`config.mk`:
```
export PLATFORM = sky130hd
export DESIGN_NAME = decoder_rr_arbiter
export DESIGN_NICKNAME = d
export VERILOG_FILES = /design/src/rtl/decoder_rr_arbiter.sv
export SDC_FILE = /design/constraint.sdc
export NUM_CORES = 1
export LEC_CHECK = 0
export CAP_MARGIN = 20
export CORE_MARGIN = 3
export CORE_UTILIZATION = 51
export CTS_CLUSTER_DIAMETER = 200
export DETAILED_ROUTE_END_ITERATION = 8
export GPL_TIMING_DRIVEN = 0
export PLACE_DENSITY_LB_ADDON = 0.12
export SYNTH_ARGS = -nofsm -noshare
export SYNTH_HDL_FRONTEND = slang
export SYNTH_SLANG_ARGS = --single-unit
```
`constraint.sdc`:
```
create_clock -name clk -period 1.8 [get_ports clk]
set_input_delay 0.18 -clock clk [delete_from_list [all_inputs] [get_ports clk]]
set_output_delay 0.18 -clock clk [all_outputs]
set_load 0.005 [all_outputs]
```
`src/rtl/decoder_rr_arbiter.sv`:
```
// Round-robin arbiter for four requesters sharing one 2-to-4 decoder (select a1/a0, enable e).
// Optional grant-event counter output gnt_cnt is enabled by defining DECARB_GRANT_CNT_EN.
module decoder_rr_arbiter #(
    parameter int unsigned MAX_HOLD = 15
) (
    input  logic       clk,
    input  logic       rst_n,
    input  logic [3:0] req,
    output logic [3:0] gnt,
    output logic       a1,
    output logic       a0,
    output logic       e,
    output logic       busy
`ifdef DECARB_GRANT_CNT_EN
    ,
    output logic [7:0] gnt_cnt
`endif
);

    localparam logic [7:0] MaxHold = 8'(MAX_HOLD);

    typedef enum logic {StIdle, StGrant} state_e;

    state_e     state_q;
    logic [1:0] last_q;
    logic [7:0] hold_cnt_q;

    logic [3:0] cand;
    logic       found;
    logic [1:0] win;
    logic       owner_req;
    logic       timeout;
    logic       take;

    // The owner is masked out so handovers and rotations always move to someone else.
    assign cand = req & ~gnt;

    always_comb begin
        logic [1:0] idx;
        found = 1'b0;
        win   = last_q;
        for (int k = 1; k <= 4; k++) begin
            idx = last_q + 2'(k);
            if (!found && cand[idx]) begin
                found = 1'b1;
                win   = idx;
            end
        end
    end

    assign owner_req = |(req & gnt);
    assign timeout   = (MaxHold != 8'd0) && (hold_cnt_q >= MaxHold);

    // Release takes precedence over timeout; both resolve to a new grant if anyone else waits.
    always_comb begin
        take = 1'b0;
        if (state_q == StIdle) begin
            take = found;
        end else begin
            take = found && (!owner_req || timeout);
        end
    end

    always_ff @(posedge clk) begin
        if (!rst_n) begin
            state_q    <= StIdle;
            gnt        <= 4'b0000;
            a1         <= 1'b0;
            a0         <= 1'b0;
            e          <= 1'b0;
            busy       <= 1'b0;
            last_q     <= 2'd3;
            hold_cnt_q <= 8'd0;
        end else if (take) begin
            state_q    <= StGrant;
            gnt        <= 4'b0001 << win;
            a1         <= win[1];
            a0         <= win[0];
            e          <= 1'b1;
            busy       <= 1'b1;
            last_q     <= win;
            hold_cnt_q <= 8'd1;
        end else if (state_q == StGrant && !owner_req) begin
            // a1/a0 keep the last owner's index while idle.
            state_q    <= StIdle;
            gnt        <= 4'b0000;
            e          <= 1'b0;
            busy       <= 1'b0;
            hold_cnt_q <= 8'd0;
        end else if (state_q == StGrant && hold_cnt_q != 8'hff) begin
            hold_cnt_q <= hold_cnt_q + 8'd1;
        end
    end

`ifdef DECARB_GRANT_CNT_EN
    always_ff @(posedge clk) begin
        if (!rst_n) begin
            gnt_cnt <= 8'd0;
        end else if (take && gnt_cnt != 8'hff) begin
            gnt_cnt <= gnt_cnt + 8'd1;
        end
    end
`endif

endmodule

```
==> results.md <==
| Item | This run |
|---|---|
| Clock-pin transition on the worst setup and hold timing paths | 0.10 ns |
| Clock sinks | 17 |
| Register area share after synthesis | 0.390 |
| Area of the core | 1560 µm² |
| Sum of internal, switching and leakage power | 1.54 mW |
| TNS Setup | 0 ns |
| DRC violations left | 0 |
| Upper clock frequency limit | 599 MHz |
| Layout overhead on the synthesized area | 23.0% |
| Number of top-level pins | 14 |
| Number of vias after detailed routing | 821 |
| Hold violation total from the final report | 0 |
| Largest driver fanout on the critical path | 10 |
| Final setup vio count | 0 |
| Most used cells in the layout excluding fill and tap cells | 17 x sky130_fd_sc_hd__dfxtp_1, 13 x sky130_fd_sc_hd__clkdlybuf4s50_1, 12 x sky130_fd_sc_hd__nor2_1 |
| Die area | 2240 µm² |
| Count of warnings emitted by yosys | 0 |
| Hold crit path type | reg -> reg |
| Number of port buffers | 13 |
| Diode insertion count for antenna repair | 0 |
| Detail Route Antenna Nets | 0 |
| Number of global-route vias before repair | 706 |
| Most common library cell in the layout ignoring fill and taps | sky130_fd_sc_hd__dfxtp_1 |
| Largest net degree at the start of global routing | 11 |
| Root buffer cell | sky130_fd_sc_hd__clkbuf_4 |
| Length of the first detailed-routing pass in iterations | 4 |
| Via count normalized by instance count | 6.13 |
| Required time at the endpoint of the critical path | 1.98 ns |
| Share of layout cells above drive strength 1 | 0.127 |
| DRC marker count from the first detailed-route iteration | 29 |
| Setup repair after global routing missed its margin | no |
| Height of the die | 47.4 µm |
| GRT Overall Usage | 0.191 |
| Routed wire length | 1.95 mm |
| Maximum buffer depth of the clock tree | 2 |
| Worst Max-Slew Pin Slew | 0.429 ns |
| Nature of the critical path startpoint | flip-flop |
| Mean Syn Cell Area | 8.63 µm² |
| Crit path kind | reg -> reg |
| Synth Cell Area | 872 µm² |
| Resize count post-CTS | 0 |
| Antenna violations before repair | 0 |
| Die outline width | 47.4 µm |
| Setup Skew | 0.00176 ns |
| Number of H-tree branching levels | 1 |
| TritonCTS clock tree | built |
| Total power divided by cell area | 1440 nW/µm² |
| Hold bufs inserted after CTS | 0 |
| Final nets | 126 |
| Flip-flop and latch count after synthesis | 17 |
| Number of clock buffers inserted by TritonCTS | 3 |
| Worst slew margin relative to its limit | 0.714 |
| Sum of net half-perimeters after detailed placement | 1.40 mm |
| Total nets after synthesis | 108 |
| Remaining global-route overflow | 0 |
| Min cycle time layout | 1.67 ns |
| Worst vdd rail ir drop | 0.815 mV |
| Status | complete, no violations |
| CP arrival | 1.85 ns |
| # Post-CTS Setup Buffers | 0 |
| Netlist cell types | 34 |
| Global-route wire length before repair | 2.95 mm |
| Insertion delay of the later-clocked pin in the worst-skew pair | 0.30 ns |
| Final period utilization | 0.928 |
| Gate count after technology mapping | 101 |
| Reported max-cap violation count | 0 |
| Final routed wire length divided by cell count | 14.5 µm |
| Leakage component of the power | 0.369 nW |
| Total count of max-transition violations in the final report | 0 |
| Cell row count | 14 |
| Initial standard-cell utilization of the core | 0.559 |
| Weighted congestion reported at the end of routability-driven placement | 0.792 |
| Capturing element type of the critical path | flip-flop |
==> final timing paths <==
check | depth (start not counted) | slack (ns) | from | end
setup / recovery | 6 | 0.13 | hold_cnt_q[0]$_SDFFE_PN0P_ | gnt[3]$_SDFFE_PN0P_
hold / removal | 2 | 0.47 | a1$_SDFFE_PN0P_ | a1$_SDFFE_PN0P_
setup reg to reg | 6 | 0.13 | hold_cnt_q[0]$_SDFFE_PN0P_ | gnt[3]$_SDFFE_PN0P_
hold reg to reg | 2 | 0.47 | a1$_SDFFE_PN0P_ | a1$_SDFFE_PN0P_
==> cell usage after synthesis <==
master                     count  share of area
sky130_fd_sc_hd__a21o_1        1         0.0086
sky130_fd_sc_hd__a21oi_1       7          0.040
sky130_fd_sc_hd__a21oi_2       1          0.010
sky130_fd_sc_hd__a22oi_1       2          0.017
sky130_fd_sc_hd__and2_4        1          0.010
sky130_fd_sc_hd__and4b_1       1          0.011
sky130_fd_sc_hd__buf_2         1         0.0057
sky130_fd_sc_hd__buf_4         1         0.0086
sky130_fd_sc_hd__dfxtp_1      17           0.39
sky130_fd_sc_hd__ha_1          1          0.014
sky130_fd_sc_hd__inv_1         7          0.030
sky130_fd_sc_hd__mux2i_1       1          0.011
sky130_fd_sc_hd__nand2_1       6          0.026
sky130_fd_sc_hd__nand2b_1      3          0.022
sky130_fd_sc_hd__nand3_1       3          0.017
sky130_fd_sc_hd__nand3_2       1          0.011
sky130_fd_sc_hd__nand4_1       2          0.014
sky130_fd_sc_hd__nor2_1       12          0.052
sky130_fd_sc_hd__nor2b_1       3          0.022
sky130_fd_sc_hd__nor2b_4       1          0.016
sky130_fd_sc_hd__nor3_1        5          0.029
sky130_fd_sc_hd__nor3b_1       2          0.017
sky130_fd_sc_hd__nor4_1        1         0.0072
sky130_fd_sc_hd__nor4_4        1          0.024
sky130_fd_sc_hd__o211ai_1      1         0.0086
sky130_fd_sc_hd__o21ai_0       4          0.023
sky130_fd_sc_hd__o21ai_2       1          0.010
sky130_fd_sc_hd__o221ai_1      1          0.010
sky130_fd_sc_hd__o22ai_1       2          0.014
sky130_fd_sc_hd__o32ai_1       2          0.020
sky130_fd_sc_hd__o32ai_2       1          0.019
sky130_fd_sc_hd__or3_1         1         0.0072
sky130_fd_sc_hd__or3_4         1          0.013
sky130_fd_sc_hd__xnor2_1       6          0.060
==> routing by layer <==
layer  wire (µm)  GRT usage  share of wire
met4          36      0.122          0.018
met5           0          0              0
met3         121     0.0613          0.062
met1         909      0.254           0.47
met2         881      0.262           0.45
==> cells by family (layout without fill, tap and decap cells) <==
| kind of cell | Yosys count | in the layout | share of synthesized area |
|---|---|---|---|
| adder cells (fa/ha/maj) | 1 | 1 | 0.0143 |
| AND/OR/NAND/NOR | 44 | 44 | 0.298 |
| XOR/XNOR | 6 | 6 | 0.0603 |
| buffers and inverters | 9 | 26 | 0.0445 |
| multiplexers | 1 | 1 | 0.0115 |
| AO/OA/AOI/OAI | 23 | 23 | 0.181 |
| flip-flops | 17 | 17 | 0.390 |
==> registers in the layout, summed over array words and instances (netlist names) <==
name	cells
a0	1
a1	1
gnt	4
hold_cnt_q	8
last_q	2
state_q	1
==> report_power, final <==
group	switching [mW]	leakage [nW]	internal (mW)	total, mW
logic	0.368	0.214	0.370	0.738
registers	0.114	0.139	0.474	0.588
clock network	0.127	0.0150	0.0864	0.213
total	0.610	0.369	0.930	1.54
==> area by class of cell <==
| type | count | area [µm²] |
|---|---|---|
| buffer | 2 | 15.0 |
| sequential | 17 | 340 |
| multi-input combinational | 75 | 514 |
| timing repair buffer | 13 | 130 |
| clock buffer | 4 | 26.3 |
| fill | 133 | 487 |
| tap | 16 | 20.0 |
| inverter | 7 | 26.3 |
==> worst max-delay path: stages (launching register included) <==
cell                       delay [ns]
sky130_fd_sc_hd__dfxtp_1         0.38
sky130_fd_sc_hd__ha_1            0.21
sky130_fd_sc_hd__nand3_2         0.12
sky130_fd_sc_hd__and4b_1         0.26
sky130_fd_sc_hd__o211ai_1        0.22
sky130_fd_sc_hd__clkbuf_4        0.26
sky130_fd_sc_hd__o32ai_2         0.11
==> metrics by stage <==
stage / util / cells / hold slack (ns) / cell area, µm² / worst slack (ns)
2_1_floorplan: - / 101 / 0.256 / 872 / 0.327
3_5_place_dp: 0.656 / 130 / 0.458 / 1020 / -0.120
6_report: 0.688 / 134 / 0.470 / 1070 / 0.130
4_1_cts: 0.673 / 134 / 0.474 / 1050 / 0.0517
3_3_place_gp: 0.656 / 130 / 0.447 / 1020 / -0.0572
5_1_grt: 0.688 / 134 / 0.508 / 1070 / 0.00418
Power figures use the tool's default switching activity.
